`src/rtl/ram_lsu_ctrl.sv`:
```
// ram_lsu_ctrl: load/store controller for a single-port, word-wide RAM with registered read.
// Sub-word stores are done as read-modify-write. Misaligned or illegal-size requests are
// answered with an error and never touch the RAM.
module ram_lsu_ctrl #(
    parameter int unsigned addr_width = 10,
    parameter int unsigned data_width = 32
) (
    input  logic                    clk,
    input  logic                    rst,
    input  logic                    req_valid,
    output logic                    req_ready,
    input  logic                    req_we,
    input  logic [1:0]              req_size,
    input  logic                    req_unsigned,
    input  logic [addr_width+1:0]   req_addr,
    input  logic [data_width-1:0]   req_wdata,
    output logic                    rsp_valid,
    input  logic                    rsp_ready,
    output logic [data_width-1:0]   rsp_rdata,
    output logic                    rsp_err,
    output logic                    ram_wr_en,
    output logic [addr_width-1:0]   ram_addr,
    output logic [data_width-1:0]   ram_wdata,
    input  logic [data_width-1:0]   ram_rdata
);

    typedef enum logic [1:0] {
        StIdle,
        StRd,
        StWr,
        StResp
    } state_e;

    localparam logic [1:0] SizeByte = 2'b00;
    localparam logic [1:0] SizeHalf = 2'b01;
    localparam logic [1:0] SizeWord = 2'b10;
    localparam logic [1:0] SizeIll  = 2'b11;

    state_e                  state_q, state_d;
    logic                    we_q, we_d;
    logic [1:0]              size_q, size_d;
    logic                    uns_q, uns_d;
    logic [addr_width+1:0]   addr_q, addr_d;
    logic [data_width-1:0]   wdata_q, wdata_d;
    logic                    err_q, err_d;
    logic                    req_ready_q, req_ready_d;
    logic                    rsp_valid_q, rsp_valid_d;
    logic                    ram_wr_en_q, ram_wr_en_d;
    logic [addr_width-1:0]   ram_addr_q, ram_addr_d;

    logic                    req_err;
    logic [4:0]              byte_shift;
    logic [7:0]              byte_sel;
    logic [15:0]             half_sel;
    logic [data_width-1:0]   load_data;
    logic [data_width-1:0]   merge_data;

    // Alignment / size check on the incoming request.
    always_comb begin
        req_err = 1'b0;
        unique case (req_size)
            SizeByte: req_err = 1'b0;
            SizeHalf: req_err = req_addr[0];
            SizeWord: req_err = (req_addr[1:0] != 2'b00);
            SizeIll:  req_err = 1'b1;
            default:  req_err = 1'b1;
        endcase
    end

    // Next state, request capture and next values of the registered control outputs.
    always_comb begin
        state_d = state_q;
        we_d    = we_q;
        size_d  = size_q;
        uns_d   = uns_q;
        addr_d  = addr_q;
        wdata_d = wdata_q;
        err_d   = err_q;

        unique case (state_q)
            StIdle: begin
                if (req_valid) begin
                    we_d    = req_we;
                    size_d  = req_size;
                    uns_d   = req_unsigned;
                    addr_d  = req_addr;
                    wdata_d = req_wdata;
                    err_d   = req_err;
                    if (req_err) begin
                        state_d = StResp;
                    end else if (!req_we || (req_size != SizeWord)) begin
                        state_d = StRd;
                    end else begin
                        state_d = StWr;
                    end
                end
            end
            StRd:    state_d = we_q ? StWr : StResp;
            StWr:    state_d = StResp;
            StResp:  if (rsp_ready) state_d = StIdle;
            default: state_d = StIdle;
        endcase

        req_ready_d = (state_d == StIdle);
        rsp_valid_d = (state_d == StResp);
        ram_wr_en_d = (state_d == StWr);
        ram_addr_d  = (state_d == StIdle) ? '0 : addr_d[addr_width+1:2];
    end

    // State, holding registers and registered control outputs.
    always_ff @(posedge clk or posedge rst) begin
        if (rst) begin
            state_q     <= StIdle;
            we_q        <= 1'b0;
            size_q      <= 2'b00;
            uns_q       <= 1'b0;
            addr_q      <= '0;
            wdata_q     <= '0;
            err_q       <= 1'b0;
            req_ready_q <= 1'b1;
            rsp_valid_q <= 1'b0;
            ram_wr_en_q <= 1'b0;
            ram_addr_q  <= '0;
        end else begin
            state_q     <= state_d;
            we_q        <= we_d;
            size_q      <= size_d;
            uns_q       <= uns_d;
            addr_q      <= addr_d;
            wdata_q     <= wdata_d;
            err_q       <= err_d;
            req_ready_q <= req_ready_d;
            rsp_valid_q <= rsp_valid_d;
            ram_wr_en_q <= ram_wr_en_d;
            ram_addr_q  <= ram_addr_d;
        end
    end

    // Lane select and sign/zero extension of the RAM read word for loads.
    always_comb begin
        byte_shift = {addr_q[1:0], 3'b000};
        byte_sel   = ram_rdata[byte_shift +: 8];
        half_sel   = addr_q[1] ? ram_rdata[31:16] : ram_rdata[15:0];
        load_data  = ram_rdata;
        unique case (size_q)
            SizeByte: load_data = {{24{~uns_q & byte_sel[7]}}, byte_sel};
            SizeHalf: load_data = {{16{~uns_q & half_sel[15]}}, half_sel};
            default:  load_data = ram_rdata;
        endcase
    end

    // Store merge: the addressed lane of the old word is replaced by the store data.
    always_comb begin
        merge_data = ram_rdata;
        unique case (size_q)
            SizeByte: merge_data[byte_shift +: 8] = wdata_q[7:0];
            SizeHalf: begin
                if (addr_q[1]) merge_data[31:16] = wdata_q[15:0];
                else           merge_data[15:0]  = wdata_q[15:0];
            end
            default:  merge_data = wdata_q;
        endcase
    end

    // RAM read data stays stable through RESP because the address is held and no write occurs.
    always_comb begin
        req_ready = req_ready_q;
        rsp_valid = rsp_valid_q;
        rsp_err   = rsp_valid_q & err_q;
        rsp_rdata = (rsp_valid_q && !we_q && !err_q) ? load_data : '0;
        ram_wr_en = ram_wr_en_q;
        ram_addr  = ram_addr_q;
        ram_wdata = ram_wr_en_q ? merge_data : '0;
    end

endmodule

```
`config.mk`:
```
export PLATFORM = sky130hd
export DESIGN_NAME = ram_lsu_ctrl
export DESIGN_NICKNAME = d
export VERILOG_FILES = /design/src/rtl/ram_lsu_ctrl.sv
export SDC_FILE = /design/constraint.sdc
export NUM_CORES = 1
export LEC_CHECK = 0
export ABC_AREA = 1
export CORE_ASPECT_RATIO = 1.4
export CORE_MARGIN = 2
export CORE_UTILIZATION = 51
export DETAILED_ROUTE_END_ITERATION = 12
export PLACE_DENSITY_LB_ADDON = 0.2
export SLEW_MARGIN = 20
export SYNTH_ARGS = -nofsm -noshare
export SYNTH_HDL_FRONTEND = slang
export SYNTH_SLANG_ARGS = --single-unit
```
`constraint.sdc`:
```
create_clock -name clk -period 3.3 [get_ports clk]
set_input_delay 0.495 -clock clk [delete_from_list [all_inputs] [get_ports clk]]
set_output_delay 0.495 -clock clk [all_outputs]
set_load 0.05 [all_outputs]
```
==> impl_metrics.py, run 1 <==
metrics = {
    "worst_setup_path": {
        "crit_type": "register to primary output",
        "worstPathArrival_ns": 2.58,
        "cpMaxStageDelayCell": "nor2_4",
        "timing.rr.start": "state_q[0]",
        "ff2ff_path_depth": 8,
        "max_stage_delay_ns": 0.61,
        "cp_data_required_time_ns": 2.80,
        "endpoint_kind": "primary output",
        "crit_chain": "inv_2, buf_4, nor2_4, nand2_1, nand3_1, nor2_1, nor2_1, buf_12",
        "crit_top_cell": "nor2_1",
        "crit_buf_inv": 3,
        "critPathMaxFanout": 30,
        "startpoint_type": "register",
        "reg2reg_to": "ram_addr[1]",
        "critPathTopFamily": "simple AND/OR/NAND/NOR gates",
        "rrSetupSlack_ns": 1.32,
    },
    "hold_path": {
        "hp-start": "addr_q[5]",
        "hold_class": "register to register",
        "whs_endpoint": "addr_q[5]",
        "hold_path_depth": 2,
    },
    "power_and_ir_drop": {
        "ir_drop_mv": 0.729,
        "seqPwrFrac_pct": 18.7,
        "p_sw_share_pct": 52.9,
        "leakage_nw": 3.46,
        "cell_internal_pwr_mw": 3.70,
        "switchingPower_mw": 4.16,
        "combPwrFrac_pct": 68.3,
        "p_clk_share_pct": 13.0,
        "power_density_nw_per_um2": 1080,
    },
    "timing": {
        "min_period_ns": 3.08,
        "worstMarginPinSlew_ns": 0.764,
        "setup_tns_ns": 0,
        "finClkSkew_ns": 0.00637,
        "hold_viol": 0,
        "slew_headroom_pct": 49.0,
        "slew_violations": 0,
        "setup_viol": 0,
        "period_share_pct": 93.3,
        "grt_setup_unrepaired": "false",
        "clock.fmax_mhz": 325,
    },
    "floorplan": {
        "ioPinCount": 162,
        "die-height_microns": 120,
        "core_area_sq_um": 9410,
        "rows": 42,
        "fp.dieArea_sq_um": 10500,
        "initial_utilization_pct": 52.4,
        "die_x_microns": 87.1,
    },
    "logic_synthesis": {
        "yosysSeqAreaShare_pct": 32.5,
        "synth-main-ff-cell": "dfrtp_1",
        "synth_most_common_cell": "nand2_1",
        "synthArstFlopShare_pct": 100,
        "synth_top_area_share_pct": 32.0,
        "synth_warnings": 0,
        "avgSynthCellArea_sq_um": 6.25,
        "syn_inst": 788,
        "synth.area.top_cells": "dfrtp_1, nand2_1, o21ai_0, a21oi_1, nor2_1",
        "synthDistinctLibCells": 25,
        "synth_area_sq_um": 4930,
        "synth-edff-count": 0,
        "syn_nets": 877,
        "ys_top_cells_by_count": "nand2_1, o21ai_0, a21oi_1",
        "ys_ff_latch": 64,
        "yosysTopAreaCell": "dfrtp_1",
    },
    "detailed_routing": {
        "wl_per_cell_microns": 18.1,
        "vias": 6083,
        "drc": 0,
        "avgViaCountPerCell": 5.86,
        "ant_nets": 0,
        "first_pass_iters": 6,
        "postRouteWirelength_microns": 18800,
        "drt_iter0_drc": 511,
    },
    "run_status": {
        "status": "complete, no violations",
    },
    "cts": {
        "worstSkewPairLatency_ns": 0.33,
        "clkTransAtPathRegs_ns": 0.06,
        "cts_buffer_depth": 2,
        "root_buffer": "clkbuf_16",
        "cts_hold_buf": 0,
        "clkSinkCount": 64,
        "htreeDepth": 3,
        "cts_inserted_buffers": 9,
        "post_cts_buffers": 0,
        "cts_tree": "built",
        "cts_resized": 0,
    },
    "placed_design": {
        "dp_hpwl_microns": 13600,
        "place_inst": 1022,
        "gp_congestion": 0.995,
        "io_buffers": 161,
    },
    "layout": {
        "register_area_sq_um": 1600,
        "drive_gt1_share_pct": 12.6,
        "nets": 1012,
        "nFillCells": 632,
        "instances_no_fill": 1038,
        "area_delta_synth_final_pct": 48.3,
        "multi_input_area_sq_um": 2730,
        "antenna_cells": 0,
    },
    "flow_run": {
        "drv_cap": 0,
    },
    "grt": {
        "grt_usage_pct": 36.0,
        "grt_pass1_wl_microns": 29500,
        "overflow": 0,
        "antenna_found_initial": 0,
        "grt_max_degree": 42,
        "first_global_vias": 5953,
    },
}
## power groups by stage
stage / combinational (mW) / sequential, mW / clock (mW)
4_1_cts: 5.32 / 1.45 / 1.02
3_3_place_gp: 5.17 / 1.43 / 0
5_1_grt: 5.76 / 1.49 / 1.05
3_5_place_dp: 5.26 / 1.45 / 0
6_report: 5.37 / 1.47 / 1.02
2_1_floorplan: 3.33 / 1.55 / 0
## cells in the final DEF, fill, tap and decap left out, drive strengths merged
cell           count
nand2            277
clkdlybuf4s50     97
o21ai             97
a21oi             82
nor2              79
buf               78
inv               69
dfrtp             63
nand3             55
clkbuf             9
o211ai             8
ha                 5
clkinv             3
bufinv             2
nand4              1
o31ai              1
clkinvlp           1
dfstp              1
## flip-flops by register name (all words and copies together) (netlist names)
signal,flops
state_q,2
req_ready,1
rsp_valid,1
ram_wr_en,1
addr_q,12
size_q,2
wdata_q,32
uns_q,1
ram_addr,10
err_q,1
we_q,1
## final cells by class
cell class / instances / area share, %
tap: 110 / 1.88
timing repair buffer: 175 / 30.9
inverter: 68 / 3.56
clock inverter: 7 / 1.30
multi-input combinational: 605 / 37.4
clock buffer: 9 / 3.08
sequential: 64 / 21.9
## worst max path at each step
stage                       start             to  cells past startpoint
floorplan               addr_q[1]  ram_wdata[30]                      9
global placement    ram_rdata[31]  rsp_rdata[11]                      6
detailed placement  ram_rdata[31]  rsp_rdata[28]                      6
CTS                     addr_q[1]  ram_wdata[20]                      8
global route            addr_q[1]  ram_wdata[20]                      8
finish                  addr_q[1]  ram_wdata[20]                      8
## worst min-delay path: stages, from the launching register on
cell and delay [ns]:
dfrtp_1 0.32, nand2_1 0.05, nand2_1 0.07
## cell families after synthesis
group	after synthesis	share of synthesized area [%]
fa+ha+maj	5	1.27
simple gates	412	34.3
buf+inv	119	12.1
flops	64	32.5
compound gates	188	19.9
## metal layers
metal	wire (microns)	share of wire (%)	up-vias	global-route usage (%)
met5	0	0	-	0
met4	876	4.7	0	17.5
met3	1730	9.2	69	6.14
met2	9380	50	407	61.8
met1	6810	36	2811	42.9
li1	-	-	2796	-
## per-stage QoR
stage	hold WS (ns)	util, %	cell area [sq um]	worst slack, ns	total power, mW
detailed placement	0.463	74.3	6990	0.607	6.71
global route	0.511	77.7	7310	0.102	8.30
finish	0.477	77.7	7310	0.223	7.86
CTS	0.478	77.7	7310	0.306	7.79
floorplan	0.444	-	4930	0.452	4.88
global placement	0.458	74.3	6990	0.634	6.59
(Power assumes the default switching activity.)
==> inputs of run 2 (changes only) <==
Settings changed: CTS_BUF_LIST from default to sky130_fd_sc_hd__clkbuf_16, PLACE_DENSITY_LB_ADDON 0.2 to 0.15, REMOVE_ABC_BUFFERS from default to 1.
==> run 2 against run 1 <==
Against the previous run: clock skew shrank 0.0019 ns; critical path depth is the same; total power grew 3.7%; cell area grew 0.72%; sequential cell count is the same; first-iteration DRC count grew 57%; worst hold slack gained 0.0019 ns; routed wire length grew 8.0%; critical endpoint is now ram_wdata[1]; fmax grew 1.7%; non-clock buffer count grew 2.
==> impl_metrics.py, run 2 (same netlist as run 1, synthesis figures left out) <==
metrics = {
    "cts": {
        "cts_resized": 0,
        "cts_hold_buf": 0,
        "root_buffer": "clkbuf_16",
        "cts_tree": "built",
        "cts_inserted_buffers": 9,
        "cts_buffer_depth": 2,
        "clkTransAtPathRegs_ns": 0.06,
        "worstSkewPairLatency_ns": 0.33,
        "htreeDepth": 3,
        "clkSinkCount": 64,
        "post_cts_buffers": 0,
    },
    "timing": {
        "hold_viol": 0,
        "min_period_ns": 3.03,
        "grt_setup_unrepaired": "false",
        "worstMarginPinSlew_ns": 0.850,
        "slew_violations": 0,
        "finClkSkew_ns": 0.00444,
        "setup_ws_ns": 0.273,
        "clock.fmax_mhz": 330,
        "holdWs_ns": 0.479,
        "period_share_pct": 91.7,
        "setup_viol": 0,
        "slew_headroom_pct": 43.3,
    },
    "grt": {
        "antenna_found_initial": 0,
        "overflow": 0,
        "grt_usage_pct": 39.3,
        "first_global_vias": 6101,
        "grt_pass1_wl_microns": 31800,
        "grt_max_degree": 59,
    },
    "layout": {
        "drive_gt1_share_pct": 12.7,
        "mostFrequentLayoutCell": "nand2_1",
        "final_cell_mix": "nand2_1, clkdlybuf4s50_1, o21ai_0",
        "area_delta_synth_final_pct": 49.4,
        "instances_no_fill": 1040,
        "top_register": "wdata_q",
        "nets": 1014,
        "largest_reg_flops": 32,
        "stdcell_area_sq_um": 7360,
        "antenna_cells": 0,
    },
    "placed_design": {
        "gp_congestion": 0.984,
        "place_ws_ns": 0.534,
        "placed_cell_area_sq_um": 7020,
        "dp_hpwl_microns": 14100,
        "place_inst": 1024,
        "io_buffers": 161,
    },
    "worst_setup_path": {
        "rrSetupSlack_ns": 1.38,
        "critPathMaxFanout": 13,
        "crit_type": "register to primary output",
        "cp_data_required_time_ns": 2.80,
        "worstPathArrival_ns": 2.53,
        "endpoint_kind": "primary output",
        "crit_chain": "inv_2, ha_1, nor2_2, nand3_1, o211ai_1, o21ai_0, nor2_1, buf_12",
        "cpMaxStageDelayCell": "dfrtp_1",
        "max_stage_delay_ns": 0.38,
        "crit_buf_inv": 2,
        "critPathTopFamily": "simple AND/OR/NAND/NOR gates",
        "startpoint_type": "register",
        "path_depth": 8,
        "timing.rr.start": "state_q[0]",
        "reg2reg_to": "ram_addr[9]",
        "ff2ff_path_depth": 8,
    },
    "floorplan": {
        "core_area_sq_um": 9410,
        "die_x_microns": 87.1,
        "die-height_microns": 120,
        "fp.dieArea_sq_um": 10500,
        "rows": 42,
        "initial_utilization_pct": 52.4,
        "ioPinCount": 162,
    },
    "flow_run": {
        "drv_cap": 0,
    },
    "detailed_routing": {
        "avgViaCountPerCell": 6.10,
        "postRouteWirelength_microns": 20300,
        "vias": 6344,
        "drt_iter0_drc": 802,
        "first_pass_iters": 6,
        "wl_per_cell_microns": 19.5,
        "drc": 0,
        "ant_nets": 0,
    },
    "hold_path": {
        "hold_class": "register to register",
        "hold_path_depth": 2,
        "whs_endpoint": "addr_q[5]",
        "hp-start": "addr_q[5]",
    },
    "run_status": {
        "status": "complete, no violations",
    },
    "power_and_ir_drop": {
        "leakage_nw": 3.48,
        "power_density_nw_per_um2": 1110,
        "total_power_mw": 8.15,
        "ir_drop_mv": 0.936,
    },
}
run 2: metrics by stage:
| stage | TNS (ns) | util, % |
|---|---|---|
| floorplan | -0.231 | - |
| global placement | 0 | 74.6 |
| detailed placement | 0 | 74.6 |
| CTS | 0 | 78.3 |
| global route | 0 | 78.3 |
| finish | 0 | 78.3 |
run 2: how the worst max path moves through the flow:
stage | start | end | slack [ns]
after floorplan | addr_q[0] | ram_wdata[30] | -0.05
after global routing | addr_q[1] | ram_wdata[0] | 0.18
after global placement | ram_rdata[31] | rsp_rdata[19] | 0.60
after detailed placement | ram_rdata[31] | rsp_rdata[22] | 0.53
final | addr_q[1] | ram_wdata[1] | 0.27
after CTS | addr_q[1] | ram_wdata[13] | 0.36
run 2: metal layers:
layer  global-route usage (%)  part of all wire [%]
met5                        0                     0
met4                     21.4                   5.3
met3                     6.83                   9.7
met2                     64.6                    50
met1                     48.2                    35
run 2: where the power goes:
group,leakage [nW],internal (mW),total [mW],switching (mW)
Combinational,2.52,1.91,5.58,3.67
Clock,0.164,0.739,1.12,0.382
Sequential,0.800,1.14,1.45,0.309
Total,3.48,3.79,8.15,4.36
run 2: final cells by class:
type | instances | area, sq um
sequential | 64 | 1600
multi-input combinational | 605 | 2730
clock buffer | 9 | 225
tap | 110 | 138
inverter | 68 | 262
fill | 631 | 2040
timing repair buffer | 177 | 2280
clock inverter | 7 | 119
run 2: worst register-to-register path, stage by stage, from the launching register on:
cell and delay [ns]:
dfrtp_1 0.41, nor2_1 0.13, nand2_2 0.22, inv_2 0.13, buf_4 0.50, nand2_1 0.20
nand2_1 0.14, nand2_1 0.06, inv_1 0.07
==> inputs of run 3 (changes only) <==
Settings changed: CAP_MARGIN from default to 15, CTS_CLUSTER_DIAMETER from default to 50, SKIP_CTS_REPAIR_TIMING from default to 1.
==> results of run 3 <==
Same layout as run 2: the final DEF is identical, and so are final timing and power.
